`config.mk`:
```
export PLATFORM = sky130hd
export DESIGN_NAME = piso_serial_tx
export DESIGN_NICKNAME = d
export VERILOG_FILES = /design/src/rtl/piso_serial_tx.sv
export SDC_FILE = /design/constraint.sdc
export NUM_CORES = 1
export LEC_CHECK = 0
export ABC_AREA = 1
export CAP_MARGIN = 15
export CORE_MARGIN = 2
export CORE_UTILIZATION = 25
export CTS_CLUSTER_DIAMETER = 40
export DETAILED_ROUTE_END_ITERATION = 12
export HOLD_SLACK_MARGIN = 0.05
export SYNTH_ARGS = -nofsm -noshare
export SYNTH_HDL_FRONTEND = slang
export SYNTH_SLANG_ARGS = --single-unit
```
`constraint.sdc`:
```
create_clock -name clk -period 1.9 [get_ports clk]
set_input_delay 0.19 -clock clk [delete_from_list [all_inputs] [get_ports clk]]
set_output_delay 0.19 -clock clk [all_outputs]
set_load 0.03 [all_outputs]
```
`src/rtl/piso_serial_tx.sv`:
```
// piso_serial_tx: framed parallel-in / serial-out transmitter.
// Frame, MSB first: start(0), DATA_W data bits, optional even-parity bit, stop(1).
// Each bit is held for CLKS_PER_BIT clocks. ser_out is registered and idles high.
// Optional feature macro: PISO_SERIAL_TX_PARITY_EN. When it is defined, a parity
// state is inserted between DATA and STOP. When it is undefined, DATA goes
// straight to STOP.
module piso_serial_tx #(
    parameter int DATA_W       = 8,
    parameter int CLKS_PER_BIT = 4
) (
    input  logic              clk,
    input  logic              rst,
    input  logic [DATA_W-1:0] in_data,
    input  logic              in_valid,
    output logic              in_ready,
    output logic              ser_out,
    output logic              ser_frame,
    output logic              busy,
    output logic              done
);

    localparam int CNT_W = (CLKS_PER_BIT > 1) ? $clog2(CLKS_PER_BIT) : 1;
    localparam int IDX_W = (DATA_W > 1) ? $clog2(DATA_W) : 1;
    localparam logic [CNT_W-1:0] CNT_RELOAD = CNT_W'(CLKS_PER_BIT - 1);
    localparam logic [IDX_W-1:0] IDX_LAST   = IDX_W'(DATA_W - 1);

    typedef enum logic [2:0] {
        S_IDLE,
        S_START,
        S_DATA,
`ifdef PISO_SERIAL_TX_PARITY_EN
        S_PARITY,
`endif
        S_STOP
    } state_t;

    state_t            state_q, state_d;
    logic [CNT_W-1:0]  cnt_q, cnt_d;        // cycles left in the current bit, minus one
    logic [IDX_W-1:0]  idx_q, idx_d;        // data bit currently on the line
    logic [DATA_W-1:0] shift_q, shift_d;
    logic              ser_out_q, ser_out_d;
    logic              ser_frame_q, ser_frame_d;
    logic              done_q, done_d;
`ifdef PISO_SERIAL_TX_PARITY_EN
    logic              parity_q, parity_d;
`endif

    // Next-state logic. Line outputs are computed for the state being entered,
    // so that the registered line changes on the same edge as the state.
    always_comb begin
        state_d     = state_q;
        cnt_d       = cnt_q;
        idx_d       = idx_q;
        shift_d     = shift_q;
        ser_out_d   = ser_out_q;
        ser_frame_d = ser_frame_q;
        done_d      = 1'b0;
`ifdef PISO_SERIAL_TX_PARITY_EN
        parity_d    = parity_q;
`endif
        case (state_q)
            S_IDLE: begin
                ser_out_d   = 1'b1;
                ser_frame_d = 1'b0;
                if (in_valid) begin
                    shift_d   = in_data;
`ifdef PISO_SERIAL_TX_PARITY_EN
                    parity_d  = ^in_data;
`endif
                    state_d   = S_START;
                    cnt_d     = CNT_RELOAD;
                    idx_d     = '0;
                    ser_out_d = 1'b0;
                end
            end
            S_START: begin
                if (cnt_q == '0) begin
                    state_d     = S_DATA;
                    cnt_d       = CNT_RELOAD;
                    ser_out_d   = shift_q[DATA_W-1];
                    ser_frame_d = 1'b1;
                end else begin
                    cnt_d = cnt_q - CNT_W'(1);
                end
            end
            S_DATA: begin
                if (cnt_q == '0) begin
                    cnt_d   = CNT_RELOAD;
                    shift_d = shift_q << 1;
                    if (idx_q == IDX_LAST) begin
                        ser_frame_d = 1'b0;
`ifdef PISO_SERIAL_TX_PARITY_EN
                        state_d     = S_PARITY;
                        ser_out_d   = parity_q;
`else
                        state_d     = S_STOP;
                        ser_out_d   = 1'b1;
`endif
                    end else begin
                        idx_d     = idx_q + IDX_W'(1);
                        ser_out_d = shift_d[DATA_W-1];
                    end
                end else begin
                    cnt_d = cnt_q - CNT_W'(1);
                end
            end
`ifdef PISO_SERIAL_TX_PARITY_EN
            S_PARITY: begin
                if (cnt_q == '0) begin
                    state_d   = S_STOP;
                    cnt_d     = CNT_RELOAD;
                    ser_out_d = 1'b1;
                end else begin
                    cnt_d = cnt_q - CNT_W'(1);
                end
            end
`endif
            S_STOP: begin
                if (cnt_q == '0) begin
                    state_d   = S_IDLE;
                    cnt_d     = '0;
                    ser_out_d = 1'b1;
                    done_d    = 1'b1;
                end else begin
                    cnt_d = cnt_q - CNT_W'(1);
                end
            end
            default: begin
                state_d     = S_IDLE;
                cnt_d       = '0;
                ser_out_d   = 1'b1;
                ser_frame_d = 1'b0;
            end
        endcase
    end

    // State and output registers; reset aborts any frame and parks the line high.
    always_ff @(posedge clk or posedge rst) begin
        if (rst) begin
            state_q     <= S_IDLE;
            cnt_q       <= '0;
            idx_q       <= '0;
            shift_q     <= '0;
            ser_out_q   <= 1'b1;
            ser_frame_q <= 1'b0;
            done_q      <= 1'b0;
`ifdef PISO_SERIAL_TX_PARITY_EN
            parity_q    <= 1'b0;
`endif
        end else begin
            state_q     <= state_d;
            cnt_q       <= cnt_d;
            idx_q       <= idx_d;
            shift_q     <= shift_d;
            ser_out_q   <= ser_out_d;
            ser_frame_q <= ser_frame_d;
            done_q      <= done_d;
`ifdef PISO_SERIAL_TX_PARITY_EN
            parity_q    <= parity_d;
`endif
        end
    end

    assign in_ready  = (state_q == S_IDLE);
    assign busy      = ~in_ready;
    assign ser_out   = ser_out_q;
    assign ser_frame = ser_frame_q;
    assign done      = done_q;

endmodule

```
# After elaboration in Yosys (flattened, before gate mapping)
# Cells that the tools add are included.
# W data, S select, Z words.
op_classes:
  muxes: 28
  reduce_logical: 9
  bitwise: 2
  addsub: 2
  n_eq_ne: 10
op_table:
  columns: ["operator", "count"]
  rows:
  - ["$mux W3", 8]
  - ["$mux W8", 2]
  - ["$pmux W8 S2", 1]
  - ["$ne A2 B2 Y1 const B", 6]
  - ["$pmux W3 S4", 1]
  - ["$mux W1", 9]
  - ["$reduce_and A4 Y1", 2]
  - ["$eq A3 B2 Y1 const B", 2]
  - ["$mux W2", 3]
  - ["$pmux W2 S3", 1]
  - ["$pmux W3 S2", 1]
  - ["$reduce_and A3 Y1", 2]
  - ["$reduce_and A5 Y1", 1]
  - ["$pmux W1 S4", 1]
  - ["$add A3 B1 Y3 const B", 1]
  - ["$eq A3 B1 Y1 const B", 1]
  - ["$eq A3 B3 Y1 const B", 1]
  - ["$logic_not A3 Y1", 1]
  - ["$pmux W1 S3", 1]
  - ["$logic_not A2 Y1", 1]
  - ["$not A1 Y1", 2]
  - ["$reduce_bool A2 Y1", 1]
  - ["$reduce_or A2 Y1", 1]
  - ["$sub A2 B1 Y2 const B", 1]
word_totals:
  word_cells: 58
  out_inout_bits: 5
  regBits: 19
  inputBits: 11

# Logic depth before layout (Yosys ltp)
# Gate-level depths: netlist of run 1.
logic_depth:
  word_depth: 4
  depth_mapped: 9
  ltp_nobuf: 9

# Worst setup path after synthesis of run 1
# No wires, ideal clock.
synth_timing:
  path_type: "reg-to-reg"
  from: "register state_q[0]"
  to: "register shift_q[4]"
  setup_time_ns: 0.074
  period_less_slack_ns: 1.689
  setup_slack_ns: 0.211
  path_buffers: 1
  t_required_ns: 1.826
  stages_incl_launch_ff: 10
  t_arrival_ns: 1.615
  path_cell_list: "dfrtp_1 inv_1 ha_1 inv_2 nor2_4 nor2_4 nand2_4 buf_6 nand2_1 o21ai_2"
synth_between:
  elab_chain_len: 3
  elab_cells_between_ends: 7
  classes_between: "eq/ne (3); mux (1); reduce/logical (3)"
synth_lines:
  columns: ["element", "line", "rtl"]
  rows:
  - ["start, declared", "37", "state_t state_q, state_d;"]
  - ["start signal, assigned", "151", "state_q <= state_d;"]
  - ["$logic_not A3 Y1 (*)", null, null]
  - ["via in_ready", "15", "output logic in_ready,"]
  - ["$ne A2 B2 Y1 (no line) or $reduce_bool A2 Y1 (tied branches)", null, null]
  - ["$reduce_and A3 Y1 (no line)", null, null]
  - ["end signal, assigned", "154", "shift_q <= shift_d;"]
  - ["end, declared", "40", "logic [DATA_W-1:0] shift_q, shift_d;"]
# The timed path passes the listed nets; every way through them passes the cells marked *.
# A chain may end at the register's enable or synchronous reset.

# Worst setup path after layout of run 1
layout_timing:
  from: "register state_q[0]"
  to: "output port busy"
layout_between:
  elab_chain_len: 2
layout_lines:
  columns: ["element", "line", "rtl"]
  rows:
  - ["$logic_not A3 Y1", "164", "assign in_ready = (state_q == S_IDLE);"]
  - ["$not A1 Y1", "165", "assign busy = ~in_ready;"]
  - ["end, declared", "18", "output logic busy,"]
# Every way passes these cells.

==> reports/metrics.csv, run 1 <==
stage;metric;value;unit
finish;nets;172;
floorplanning;core area;4058;µm²
finish;Filler Cells Inserted;430;
worst_setup_path;Worst EP arrival;1.50;ns
synthesis;mapped cell area;1074;µm²
synthesis;post-synth top area cell;dfrtp_1;
floorplanning;num rows;23;
route;DR vias/cell;4.145;
cts;clock buffer depth;2;
cts;clock sink count;18;
status;status;finished clean;
sta;Final Cycle Share;88.82;%
pwr;static leakage;0.6770;nW
worst_setup_path;Worst setup SP type;flip-flop;
synthesis;mux cell area share after synthesis;0;%
sta;upper clock frequency limit;0.5926;GHz
sta;Worst slew margin;78.39;%
floorplanning;Die Width;69.53;µm
finish;commonest cells after routing, fill and taps aside;nand2_1, dfrtp_1, inv_1;
flow_run;Max Cap Viol;0;
worst_setup_path;Crit. End Element;output pin;
worst_hold_path;Worst Hold Class;in -> async;
place;Port Buffers;15;
pwr;Cell Pwr Density;1733;nW/µm²
sta;final sum of negative setup slack;0;ns
place;GP Congestion;0.7915;
floorplanning;die area;4834;µm²
floorplanning;Die Y-Extent;69.53;µm
synthesis;Yosys reg bits;18;
cts;# H-tree levels;1;
route;WL final;2.012;mm
sta;Slew Limit Fails;0;
floorplanning;IO Count;16;
sta;Final setup viols;0;
floorplanning;Initial Utilization;26.46;%
global_routing;vias in the first global route;820;
synthesis;Yosys top cell area share;39.63;%
cts;Clock Latency Late Sink;0.26;ns
synthesis;Synthesized Nets;151;
global_routing;Overall Global Routing Usage;9.229;%
sta;worst-margin pin slew;0.3207;ns
synthesis;adder-cell share of the synthesized area;11.66;%
cts;postcts setup bufs;0;
sta;clock period minus worst slack;1.688;ns
global_routing;largest net degree at the start of global routing;19;
route;DRT antenna net count;0;
synthesis;simple-gate share of the synthesized area;27.39;%
worst_setup_path;worst-path maximum fanout;4;
global_routing;wire length of the first global-routing pass;3.622;mm
route;Initial DRC Count;29;
route;DR DRC count;0;
worst_setup_path;Required @ worst endpoint;1.71;ns
cts;clock slew at reported path FFs;0.07;ns
sta;worst setup margin;0.2124;ns
synthesis;sequential fraction of the synthesis area;42.07;%
finish;most common cell after layout, fill and taps aside;nand2_1;
worst_setup_path;Crit Path Category;reg -> out;
route;via count;829;
cts;CTS Buf Count;3;
place;Post-Place Setup Slack;0.1974;ns
sta;unrepaired setup endpoints after global routing;no;
synthesis;Mapped Avg Cell Area;8.258;µm²
finish;Area growth, synth to finish;24.36;%
synthesis;Synth Area in XOR/XNOR;0;%
route;First-pass DRT Iterations;4;
global_routing;GR Overflow Total;0;
synthesis;post-synthesis compound-gate area fraction;12.12;%
finish;sequential cell area;451.7;µm²
route;wire per inst;10.06;µm
finish;multi-input logic area;549.3;µm²
finish;layout cells sized above 1;14.00;%
finish;# diodes;0;
synthesis;cell count after synthesis;130;
synthesis;largest cells by area after synthesis;dfrtp_1, nand2_1, ha_1;
cts;clock root buffer;clkbuf_8;
synthesis;Yosys cell types;20;
finish;Final Non-Filler Cells;200;
sta;Final Hold Fails;0;
place;dpl cells;196;
global_routing;antenna violations before repair;0;
synthesis;main combinational cell family by area after synthesis;simple AND/OR/NAND/NOR gates;
place;Post-DP HPWL;1.525;mm
sta;Final Skew;0.002130;ns
pwr;Worst IR Drop VDD;532.6;µV
cts;CTS tree;yes;
synthesis;Syn. warnings;0;
cell families after synthesis:
group                      Yosys count
AOI/OAI and AO/OA                   22
adders and majority gates           10
buffers and inverters               17
DFF                                 18
and+or+nand+nor                     63
report_power, final:
part           switching [W]  internal, W  total, W  leakage, nW
clock               0.000133     0.000149  0.000282       0.0228
combinational       0.000855     0.000507   0.00136        0.429
sequential         0.0000969     0.000572  0.000669        0.225
stage by stage:
stage | total power (W) | util (%) | area, µm² | hold slack [ns]
detailed placement | 0.002071 | 31.85 | 1292 | 0.4605
global placement | 0.002061 | 31.85 | 1292 | 0.4556
CTS | 0.002347 | 32.90 | 1335 | 0.2659
finish | 0.002313 | 32.90 | 1335 | 0.2519
global route | 0.002565 | 32.90 | 1335 | 0.2849
floorplan | 0.001745 | - | 1074 | 0.1278
worst max-delay path: stages, from the launching register on:
cell and delay (ns):
dfrtp_1 0.39, inv_1 0.09, ha_1 0.25, inv_2 0.11, dlygate4sd2_1 0.40
registers in the layout, indices dropped and copies added (netlist names):
register and count:
state_q 2, done 1, shift_q 8, ser_out 1, idx_q 3, ser_frame 1
cnt_q 2
synthesized netlist by cell type:
cell      instances
o21ai_0          11
or2_2             6
nand4_1           5
nor2_1            4
dfrtp_1          17
buf_6             1
buf_2             1
a21o_1            1
o21ai_2           4
a21boi_0          1
nor2_4            2
nand3_1           6
dfstp_2           1
inv_2             1
o21ai_1           4
ha_1             10
nand2_4           1
a21oi_1           1
nand2_1          39
inv_1            14
layout make-up:
type | instances | share of cell area, %
inverters | 15 | 4.217
repair buffers | 18 | 12.75
multi-input cells | 95 | 41.14
flip-flops and latches | 18 | 33.83
clock buffers | 4 | 3.374
well taps | 50 | 4.686
what timing repair did:
action	CTS	global route
setup endpoints to repair	2	0
hold buffers	0	0
resized for setup	2	0
final timing paths:
kind	from	to	slack [ns]	cells after the start
setup / recovery	state_q[0]$_DFFE_PP0P_	busy	0.21	4
hold / removal	rst	done$_DFF_PP0_	0.25	3
setup reg to reg	state_q[0]$_DFFE_PP0P_	shift_q[4]$_DFFE_PP0P_	0.31	7
hold reg to reg	ser_out$_DFFE_PP1P_	ser_out$_DFFE_PP1P_	0.47	2
max in group asynchronous	rst	ser_out$_DFFE_PP1P_	1.40	3
min in group clk	ser_out$_DFFE_PP1P_	ser_out$_DFFE_PP1P_	0.47	2
layer usage:
layer | track usage, % | part of all wire [%]
met1 | 12.34 | 52
met4 | 2.832 | 0.84
met3 | 3.343 | 4.1
met5 | 0 | 0
met2 | 13.89 | 43
(Power assumes the default switching activity.)
==> run 2: changes to the inputs <==
SLEW_MARGIN = 20   (was default)
==> results of run 2 <==
No change in the layout: final DEF, timing and power equal those of run 1.
